==> config.mk <==
export PLATFORM = sky130hd
export DESIGN_NAME = adder_arb
export DESIGN_NICKNAME = d
export VERILOG_FILES = /design/src/rtl/adder_arb_pkg.sv /design/src/rtl/adder_arb_rr.sv /design/src/rtl/adder_arb.sv
export SDC_FILE = /design/constraint.sdc
export NUM_CORES = 1
export LEC_CHECK = 0
export BUFFER_PORTS_ARGS = -buffer_cell sky130_fd_sc_hd__buf_2
export CAP_MARGIN = 40
export CORE_AREA = 2 2 117 119
export DETAILED_ROUTE_END_ITERATION = 12
export DIE_AREA = 0 0 119 121
export HOLD_SLACK_MARGIN = 0.03
export PLACE_DENSITY = 0.71
export REMOVE_ABC_BUFFERS = 1
export SLEW_MARGIN = 10
export SYNTH_ARGS = -nofsm -noshare
export SYNTH_HDL_FRONTEND = slang
export SYNTH_SLANG_ARGS = --single-unit
==> constraint.sdc <==
create_clock -name clk -period 8.8 [get_ports clk]
set_clock_uncertainty 0.15 [all_clocks]
set_input_delay 2.64 -clock clk [delete_from_list [all_inputs] [get_ports clk]]
set_output_delay 2.64 -clock clk [all_outputs]
set_load 0.1 [all_outputs]
==> src/rtl/adder_arb_pkg.sv <==
// Shared constants and types for the adder_arb block.
//   DEF_DW   : default operand/sum width
//   CNT_W    : width of the optional statistics counters
//   rsp_t    : packed response {data, carry, id} at the default configuration
//   sat_inc  : saturating increment for statistics counters
package adder_arb_pkg;

    localparam int unsigned DEF_DW   = 32;
    localparam int unsigned DEF_ID_W = 2;
    localparam int unsigned CNT_W    = 16;

    typedef struct packed {
        logic [DEF_DW-1:0]   data;
        logic                carry;
        logic [DEF_ID_W-1:0] id;
    } rsp_t;

    // Saturating increment: holds at all-ones instead of wrapping.
    function automatic logic [CNT_W-1:0] sat_inc(input logic [CNT_W-1:0] v);
        return (v == '1) ? v : v + CNT_W'(1);
    endfunction

endpackage

==> src/rtl/adder_arb_rr.sv <==
// rr_arbiter: round-robin arbiter owning the priority pointer.
//   clk, rst      : clock, synchronous active-high reset
//   req_i         : request vector
//   advance_i     : strobe; moves the pointer past the current winner
//   grant_o       : one-hot grant (combinational), zero when no request
//   grant_idx_o   : index of the granted requester (combinational)
module rr_arbiter #(
    parameter int unsigned N   = 4,
    parameter int unsigned IDW = 2
) (
    input  logic           clk,
    input  logic           rst,
    input  logic [N-1:0]   req_i,
    input  logic           advance_i,
    output logic [N-1:0]   grant_o,
    output logic [IDW-1:0] grant_idx_o
);

    localparam int unsigned SW = IDW + 1;

    logic [IDW-1:0] ptr_q;
    logic [IDW-1:0] ptr_d;
    logic [SW-1:0]  pos;
    logic [IDW-1:0] idx;
    logic           found;

    // First asserted request at or after ptr_q, wrapping N-1 -> 0.
    always_comb begin
        grant_o     = '0;
        grant_idx_o = '0;
        found       = 1'b0;
        pos         = '0;
        idx         = '0;
        for (int unsigned k = 0; k < N; k++) begin
            pos = SW'(ptr_q) + SW'(k);
            if (pos >= SW'(N)) begin
                pos = pos - SW'(N);
            end
            idx = pos[IDW-1:0];
            if (!found && req_i[idx]) begin
                found        = 1'b1;
                grant_o[idx] = 1'b1;
                grant_idx_o  = idx;
            end
        end
    end

    // Next pointer is one past the winner, modulo N.
    always_comb begin
        ptr_d = ptr_q;
        if (advance_i && found) begin
            ptr_d = (grant_idx_o == IDW'(N - 1)) ? '0 : grant_idx_o + IDW'(1);
        end
    end

    always_ff @(posedge clk) begin
        if (rst) begin
            ptr_q <= '0;
        end else begin
            ptr_q <= ptr_d;
        end
    end

endmodule

==> src/rtl/adder_arb.sv <==
// adder_arb: NUM_REQ requesters share one adder through a round-robin
// arbiter; the sum is registered with one cycle of latency behind a
// valid/ready response slot.
//   clk, rst        : clock, synchronous active-high reset
//   req_valid/ready : per-requester handshake (req_ready is combinational)
//   req_a, req_b    : flattened operands, requester i at [i*DW +: DW]
//   rsp_valid/ready : response handshake
//   rsp_data/carry  : registered sum and carry-out
//   rsp_id          : requester that owns the response
// Optional build macro ADDER_ARB_STATS_EN adds grant_cnt (per-requester
// transfer counts, flattened) and stall_cnt (cycles with a request but no
// transfer); both saturate and are cleared by rst.
module adder_arb
    import adder_arb_pkg::*;
#(
    parameter int unsigned NUM_REQ = 4,
    parameter int unsigned DW      = DEF_DW,
    localparam int unsigned IDW    = (NUM_REQ > 1) ? $clog2(NUM_REQ) : 1
) (
    input  logic                     clk,
    input  logic                     rst,
    input  logic [NUM_REQ-1:0]       req_valid,
    output logic [NUM_REQ-1:0]       req_ready,
    input  logic [NUM_REQ*DW-1:0]    req_a,
    input  logic [NUM_REQ*DW-1:0]    req_b,
    input  logic                     rsp_ready,
    output logic                     rsp_valid,
    output logic [DW-1:0]            rsp_data,
    output logic                     rsp_carry,
`ifdef ADDER_ARB_STATS_EN
    output logic [NUM_REQ*CNT_W-1:0] grant_cnt,
    output logic [CNT_W-1:0]         stall_cnt,
`endif
    output logic [IDW-1:0]           rsp_id
);

    typedef struct packed {
        logic [DW-1:0]  data;
        logic           carry;
        logic [IDW-1:0] id;
    } rsp_q_t;

    logic [NUM_REQ-1:0] grant_c;
    logic [IDW-1:0]     grant_idx_c;
    logic               slot_free_c;
    logic               transfer_c;
    logic [DW-1:0]      a_sel_c;
    logic [DW-1:0]      b_sel_c;
    logic [DW:0]        sum_c;

    rsp_q_t rsp_q, rsp_d;
    logic   rsp_valid_q, rsp_valid_d;

    rr_arbiter #(
        .N   (NUM_REQ),
        .IDW (IDW)
    ) u_arb (
        .clk         (clk),
        .rst         (rst),
        .req_i       (req_valid),
        .advance_i   (transfer_c),
        .grant_o     (grant_c),
        .grant_idx_o (grant_idx_c)
    );

    // Slot is free when empty or being drained this cycle; depends only on
    // registered state and rsp_ready, so no loop through rsp_*.
    assign slot_free_c = !rsp_valid_q || rsp_ready;
    assign req_ready   = (rst || !slot_free_c) ? '0 : grant_c;
    assign transfer_c  = |req_ready;

    // One-hot operand select.
    always_comb begin
        a_sel_c = '0;
        b_sel_c = '0;
        for (int unsigned i = 0; i < NUM_REQ; i++) begin
            if (grant_c[i]) begin
                a_sel_c = a_sel_c | req_a[i*DW +: DW];
                b_sel_c = b_sel_c | req_b[i*DW +: DW];
            end
        end
    end

    assign sum_c = {1'b0, a_sel_c} + {1'b0, b_sel_c};

    // Load on transfer (covers back-to-back), clear valid on drain, else hold.
    always_comb begin
        rsp_d       = rsp_q;
        rsp_valid_d = rsp_valid_q;
        if (transfer_c) begin
            rsp_valid_d = 1'b1;
            rsp_d.data  = sum_c[DW-1:0];
            rsp_d.carry = sum_c[DW];
            rsp_d.id    = grant_idx_c;
        end else if (rsp_ready) begin
            rsp_valid_d = 1'b0;
        end
    end

    always_ff @(posedge clk) begin
        if (rst) begin
            rsp_q       <= '0;
            rsp_valid_q <= 1'b0;
        end else begin
            rsp_q       <= rsp_d;
            rsp_valid_q <= rsp_valid_d;
        end
    end

    assign rsp_valid = rsp_valid_q;
    assign rsp_data  = rsp_q.data;
    assign rsp_carry = rsp_q.carry;
    assign rsp_id    = rsp_q.id;

`ifdef ADDER_ARB_STATS_EN
    logic [NUM_REQ*CNT_W-1:0] grant_cnt_q;
    logic [CNT_W-1:0]         stall_cnt_q;

    // Per-requester transfer counts and stall-cycle count, saturating.
    always_ff @(posedge clk) begin
        if (rst) begin
            grant_cnt_q <= '0;
            stall_cnt_q <= '0;
        end else begin
            for (int unsigned i = 0; i < NUM_REQ; i++) begin
                if (req_ready[i]) begin
                    grant_cnt_q[i*CNT_W +: CNT_W] <= sat_inc(grant_cnt_q[i*CNT_W +: CNT_W]);
                end
            end
            if (|req_valid && !transfer_c) begin
                stall_cnt_q <= sat_inc(stall_cnt_q);
            end
        end
    end

    assign grant_cnt = grant_cnt_q;
    assign stall_cnt = stall_cnt_q;
`endif

endmodule
; ---- Word level (Yosys, flattened, before mapping)
; Index checks and enable logic that the tools add are counted.
[totals]
inputBits = 263
reg_bits = 38
memories = 0
mem_bits_rw = 0
wordCells = 97
mem_bits_ro = 0
latch_bits = 0
[classes]
bitwise = 9
mux = 44
n_lt_le_gt_ge = 12
n_eq_ne = 1
shifts = 0
mul = 0
div = 0
n_reduce_logical = 17
add_sub_neg = 9
[op_table]
columns = op, count
row1 = $mux 32, 8
row2 = $or 32x32->32, 6
row3 = $add 32x32->33, 1
row4 = $mux 4, 5
row5 = $mux 2, 9
row6 = $mux 1, 14
row7 = $lt 2x3->1 const B, 4
row8 = $or 4x4->4, 3
row9 = $ge 3x3->1 const B, 3
row10 = $bmux 1 s2, 4
row11 = $demux 1 s2, 4
row12 = $ge 2x1->1 const B, 4
row13 = $logic_and 1x1->1, 8
row14 = $sub 2x1->2 const B, 4
row15 = $add 2x2->3 const B, 2
row16 = $logic_not 1->1, 5
row17 = $reduce_or 4->1, 1
row18 = $add 2x1->3 const B, 1
row19 = $ge 2x3->1 const B, 1
row20 = $add 2x1->2 const B, 1
row21 = $eq 2x2->1 const B, 1
row22 = $logic_or 1x1->1, 2
row23 = $reduce_bool 2->1, 1

; ---- Depth between registers and ports, before layout
[logic_depth]
word_depth = 22
depth_mapped = 23
depth_no_buf = 19

; ---- Modules after synthesis
; From an unflattened synthesis, not the netlist that was laid out.
[unflattened]
cells_unflattened = 725
hier_area_um2 = 5102.4
[modules_own_cells]
columns = module, n_inst, cells_each, seq_area_each_um2, area_per_inst_um2
row1 = adder_arb, 1, 651, 720.7, 4501.8
row2 = rr_arbiter, 1, 74, 40.0, 600.6

; ---- Least setup slack after synthesis
; OpenSTA, ideal clock, no wires.
[synth_timing]
kind = input to output
start = input port req_valid[0]
end = output port req_ready[3]
arrival_ps = 5286
path_slack_ps = 724
stages = 7
cell_sequence = or3b_1 a2111o_1 and2_1 o2111ai_1 buf_2 buf_1 and2_1
[synth_via]
elab_chain_cells = 13
[synth_lines]
columns = item, line
row1 = start: declaration, adder_arb.sv:22  ; input logic [NUM_REQ-1:0] req_valid,
row2 = $bmux 1 s2, adder_arb_rr.sv:40  ; if (!found && req_i[idx]) begin
row3 = $mux 1 (implied by the code), adder_arb_rr.sv:40
row4 = $mux 1, adder_arb_rr.sv:40
row5 = $logic_not 1->1, adder_arb_rr.sv:40
row6 = $logic_and 1x1->1, adder_arb_rr.sv:40
row7 = $mux 1, adder_arb_rr.sv:40
row8 = $logic_not 1->1, adder_arb_rr.sv:40
row9 = $logic_and 1x1->1, adder_arb_rr.sv:40
row10 = $mux 1, adder_arb_rr.sv:40
row11 = $logic_not 1->1, adder_arb_rr.sv:40
row12 = $logic_and 1x1->1, adder_arb_rr.sv:40
row13 = $mux 4 (*), adder_arb_rr.sv:40
row14 = $mux 4 (*), adder_arb.sv:69  ; assign req_ready = (rst || !slot_free_c) ? '0 : grant_c;
row15 = end: declaration, adder_arb.sv:23  ; output logic [NUM_REQ-1:0] req_ready,
; Every way passes the cells marked *; elsewhere a longest branch is shown, timed or not. The select of a mux whose other input is x is not followed.

; ---- Final worst setup path
[layout_timing]
start = input port req_valid[0]
end = output port req_ready[0]
; The elaborated chain is that of the path after synthesis.

==> results.rst <==
.. list-table::
   :header-rows: 1

   * - Metric
     - Value
   * - CP Data Required Time
     - 6.01 ns
   * - Master cell of the clock root buffer
     - sky130_fd_sc_hd__clkbuf_16
   * - Worst-path fanout max
     - 12
   * - Final worst path period share
     - 87.4%
   * - Core area
     - 0.0131 mm2
   * - Tightest Hold Check Type
     - reg2reg
   * - Endpoint class of the critical path
     - primary output
   * - Crit Path Class
     - in2out
   * - Die Area
     - 0.0144 mm2
   * - Worst VDD drop
     - 0.154 mV
   * - Dominant cell by count in the synthesized netlist
     - sky130_fd_sc_hd__a22oi_1
   * - TritonCTS sink count
     - 38
   * - Clock latency at the later pin of the worst-skew pair
     - 0.27 ns
   * - Number of antenna violations at the first check in global routing
     - 0
   * - Count of unresolved DRC violations after routing
     - 0
   * - Total number of yosys warnings
     - 0
   * - Vias per cell
     - 5.47
   * - Number of flops mapped to enable cells by yosys
     - 0
   * - Fraction of synthesized cell area taken by the top area cell type
     - 19.0%
   * - Synth Flop Type
     - sky130_fd_sc_hd__dfxtp_1
   * - Portion of netlist area occupied by mux cells
     - 2.30%
   * - Port buffer count
     - 302
   * - Worst Tran Pin Value
     - 0.858 ns
   * - Number of top-level pins
     - 303
   * - Initial DRC count
     - 334
   * - Number of rows created at floorplan
     - 42
   * - H-tree level count
     - 2
   * - Number of max-slew violations in the final report
     - 0
   * - Maximum clock insertion buffer count
     - 2
   * - Post_cts resized
     - 0
   * - Static Leakage
     - 3.31 nW
   * - Total routing usage reported by global routing
     - 22.8%
   * - Relative slew margins
     - 41.2%
   * - First-pass iteration count of the detailed router
     - 6
   * - Main combinational cell family by area after synthesis
     - compound AO/OA/AOI/OAI gates
   * - Number of nets in the final layout
     - 1,258
   * - Fill cells
     - 1,381
   * - Final critical path time including I/O delays and setup
     - 7.69 ns
   * - Syn_area_per_cell
     - 7.17 um2
   * - Total setup violations reported at the end of the flow
     - 0
   * - Min Hold Slack
     - 0.300 ns
   * - Antenna diode instance count
     - 0
   * - Syn Inst Count
     - 682
   * - Area growth syn-to-layout
     - 37.1%
   * - WL per Instance
     - 14.8 um
   * - Overall power after layout
     - 0.00304 W
   * - Mapped Area
     - 0.00489 mm2
   * - Routability cong.
     - 0.873
   * - Area fraction in compound gates after synthesis
     - 40.3%
   * - Status
     - complete, no violations
   * - Unique cell type count in the Yosys netlist
     - 63
   * - Power per unit of standard cell area
     - 453 mW/mm2
   * - Post-DP HPWL
     - 13,500 um
   * - Register bit total from synthesis
     - 38
   * - Post-CTS Setup Inserts
     - 0
   * - Synth cell count leaders
     - sky130_fd_sc_hd__a22oi_1, sky130_fd_sc_hd__nand2_1, sky130_fd_sc_hd__a21oi_1, sky130_fd_sc_hd__dfxtp_1, sky130_fd_sc_hd__ha_1
   * - Global route total overflow
     - 0
   * - Critical path data arrival time
     - 4.90 ns
   * - DIE HEIGHT
     - 121 um
   * - Clock tree from TritonCTS
     - built
   * - Floorplan die width
     - 119 um
   * - Number of global-route vias before repair
     - 5,910
   * - Via count of the routed design
     - 6,196
   * - Initial standard-cell utilization of the core
     - 37.4%
   * - Share of post-route cells with drive strength above 1
     - 34.4%
   * - Fmax achieved
     - 0.130 GHz
   * - Critical path launch point type
     - input port
   * - Biggest area contributors in the synthesized netlist
     - sky130_fd_sc_hd__a22oi_1, sky130_fd_sc_hd__dfxtp_1, sky130_fd_sc_hd__ha_1
   * - Post-synthesis adder-cell area fraction
     - 10.1%
   * - Clock-pin slew on the worst setup and hold paths
     - 0.06 ns
   * - Setup repair after global routing missed its margin
     - no
   * - Parity-gate share of the synthesized area counting xor and xnor cells
     - 3.40%
   * - Number of buffers created by CTS
     - 5
   * - Sequential fraction of the synthesis area
     - 15.6%
   * - Simple-gate share of the synthesized area
     - 22.4%
   * - Max-cap violations
     - 0
   * - Post-CTS Hold Buffers
     - 0
   * - Cell taking the most area after synthesis
     - sky130_fd_sc_hd__a22oi_1
   * - Number of nets still failing antenna checks after routing
     - 0
   * - First-pass GRT wire length
     - 28,000 um
   * - Synth async-reset ratio
     - 0%
   * - Largest net degree at the start of global routing
     - 44
   * - Count of endpoints failing hold in the final timing report
     - 0
   * - Final routed wirelength across all metal layers
     - 16,800 um
[area by class of cell]
class,instances,area [um2],share of cell area [%]
Timing Repair Buffer,314,1610,23.9
Clock inverter,1,5.00,0.0746
Inverter,21,78.8,1.18
Sequential cell,38,761,11.3
Tap cell,176,220,3.28
Clock buffer,7,143,2.13
Multi-Input combinational cell,576,3890,58.1
[registers in the layout, summed over array words and instances (netlist names), named ones only]
name and cells:
rsp_carry 1, rsp_data 32, rsp_id 2, rsp_valid 1
u_arb.ptr_q 1
[cell usage in the layout (no fill, tap or decap), drive strengths merged, types with 3 or more instances in the layout]
cell,n
o211ai,11
mux2i,9
nand3,15
a22oi,124
a31oi,4
a21oi,53
ha,38
a221o,3
and3,3
clkbuf,7
nand2b,5
nor2,23
dfxtp,38
o2111ai,6
xor2,5
buf,314
o31ai,3
o41ai,3
or3,6
o21ai,22
o311ai,4
a21o,11
nand4,3
nor3,14
a22o,3
o21bai,5
inv,20
nor3b,8
nand2,120
a211oi,5
xnor2,14
a211o,3
and2,15
nand3b,5
nor2b,8
[cell families after synthesis]
| logic type | after synthesis |
|---|---|
| AO/OA/AOI/OAI | 275 |
| AND/OR/NAND/NOR | 233 |
| buffers and inverters | 68 |
| adder cells (fa/ha/maj) | 39 |
| flip-flops | 38 |
| XOR/XNOR | 19 |
| multiplexers | 10 |
[per-layer routing]
layer / share of wire (%) / GRT usage [%] / wire [um] / vias up
met5: 0 / 0 / 0 / -
met4: 1.4 / 4.84 / 227 / 0
met3: 5.5 / 2.82 / 916 / 16
met2: 48 / 40.6 / 8140 / 219
met1: 45 / 29.6 / 7520 / 2822
li1: - / - / - / 3139
[worst max-delay path: stages]
cell and delay, ns:
sky130_fd_sc_hd__buf_2 0.13, sky130_fd_sc_hd__or3b_1 0.36, sky130_fd_sc_hd__a2111o_1 0.42, sky130_fd_sc_hd__and2_1 0.29
sky130_fd_sc_hd__o2111ai_4 0.42, sky130_fd_sc_hd__and2_1 0.20, sky130_fd_sc_hd__buf_2 0.43
[metrics by stage]
step	TNS [ns]	cell area [um2]	setup WS, ns	utilization, %	cells
final	0	6710	1.11	51.3	1133
after global placement	0	6550	0.944	50.0	1124
after detailed placement	0	6560	0.836	50.1	1125
after floorplan	-4.15	4680	-1.16	-	635
after CTS	0	6710	1.08	51.3	1133
after global routing	0	6710	0.614	51.3	1133
[worst paths after layout]
| path | end | startpoint | cells past startpoint | slack (ns) |
|---|---|---|---|---|
| max | req_ready[0] | req_valid[0] | 7 | 1.11 |
| min | rsp_data[25]$_SDFFE_PP0P_ | rsp_data[25]$_SDFFE_PP0P_ | 2 | 0.30 |
| max reg2reg | rsp_carry$_SDFFE_PP0P_ | register | 20 | 2.31 |
| min reg2reg | rsp_data[25]$_SDFFE_PP0P_ | rsp_data[25]$_SDFFE_PP0P_ | 2 | 0.30 |
[power breakdown]
group	switching [W]	internal, W	leakage, nW
Sequential	0.0000288	0.000222	0.312
Clock	0.0000687	0.000112	0.0739
Combinational	0.00164	0.000966	2.93
(Power assumes the default switching activity.)
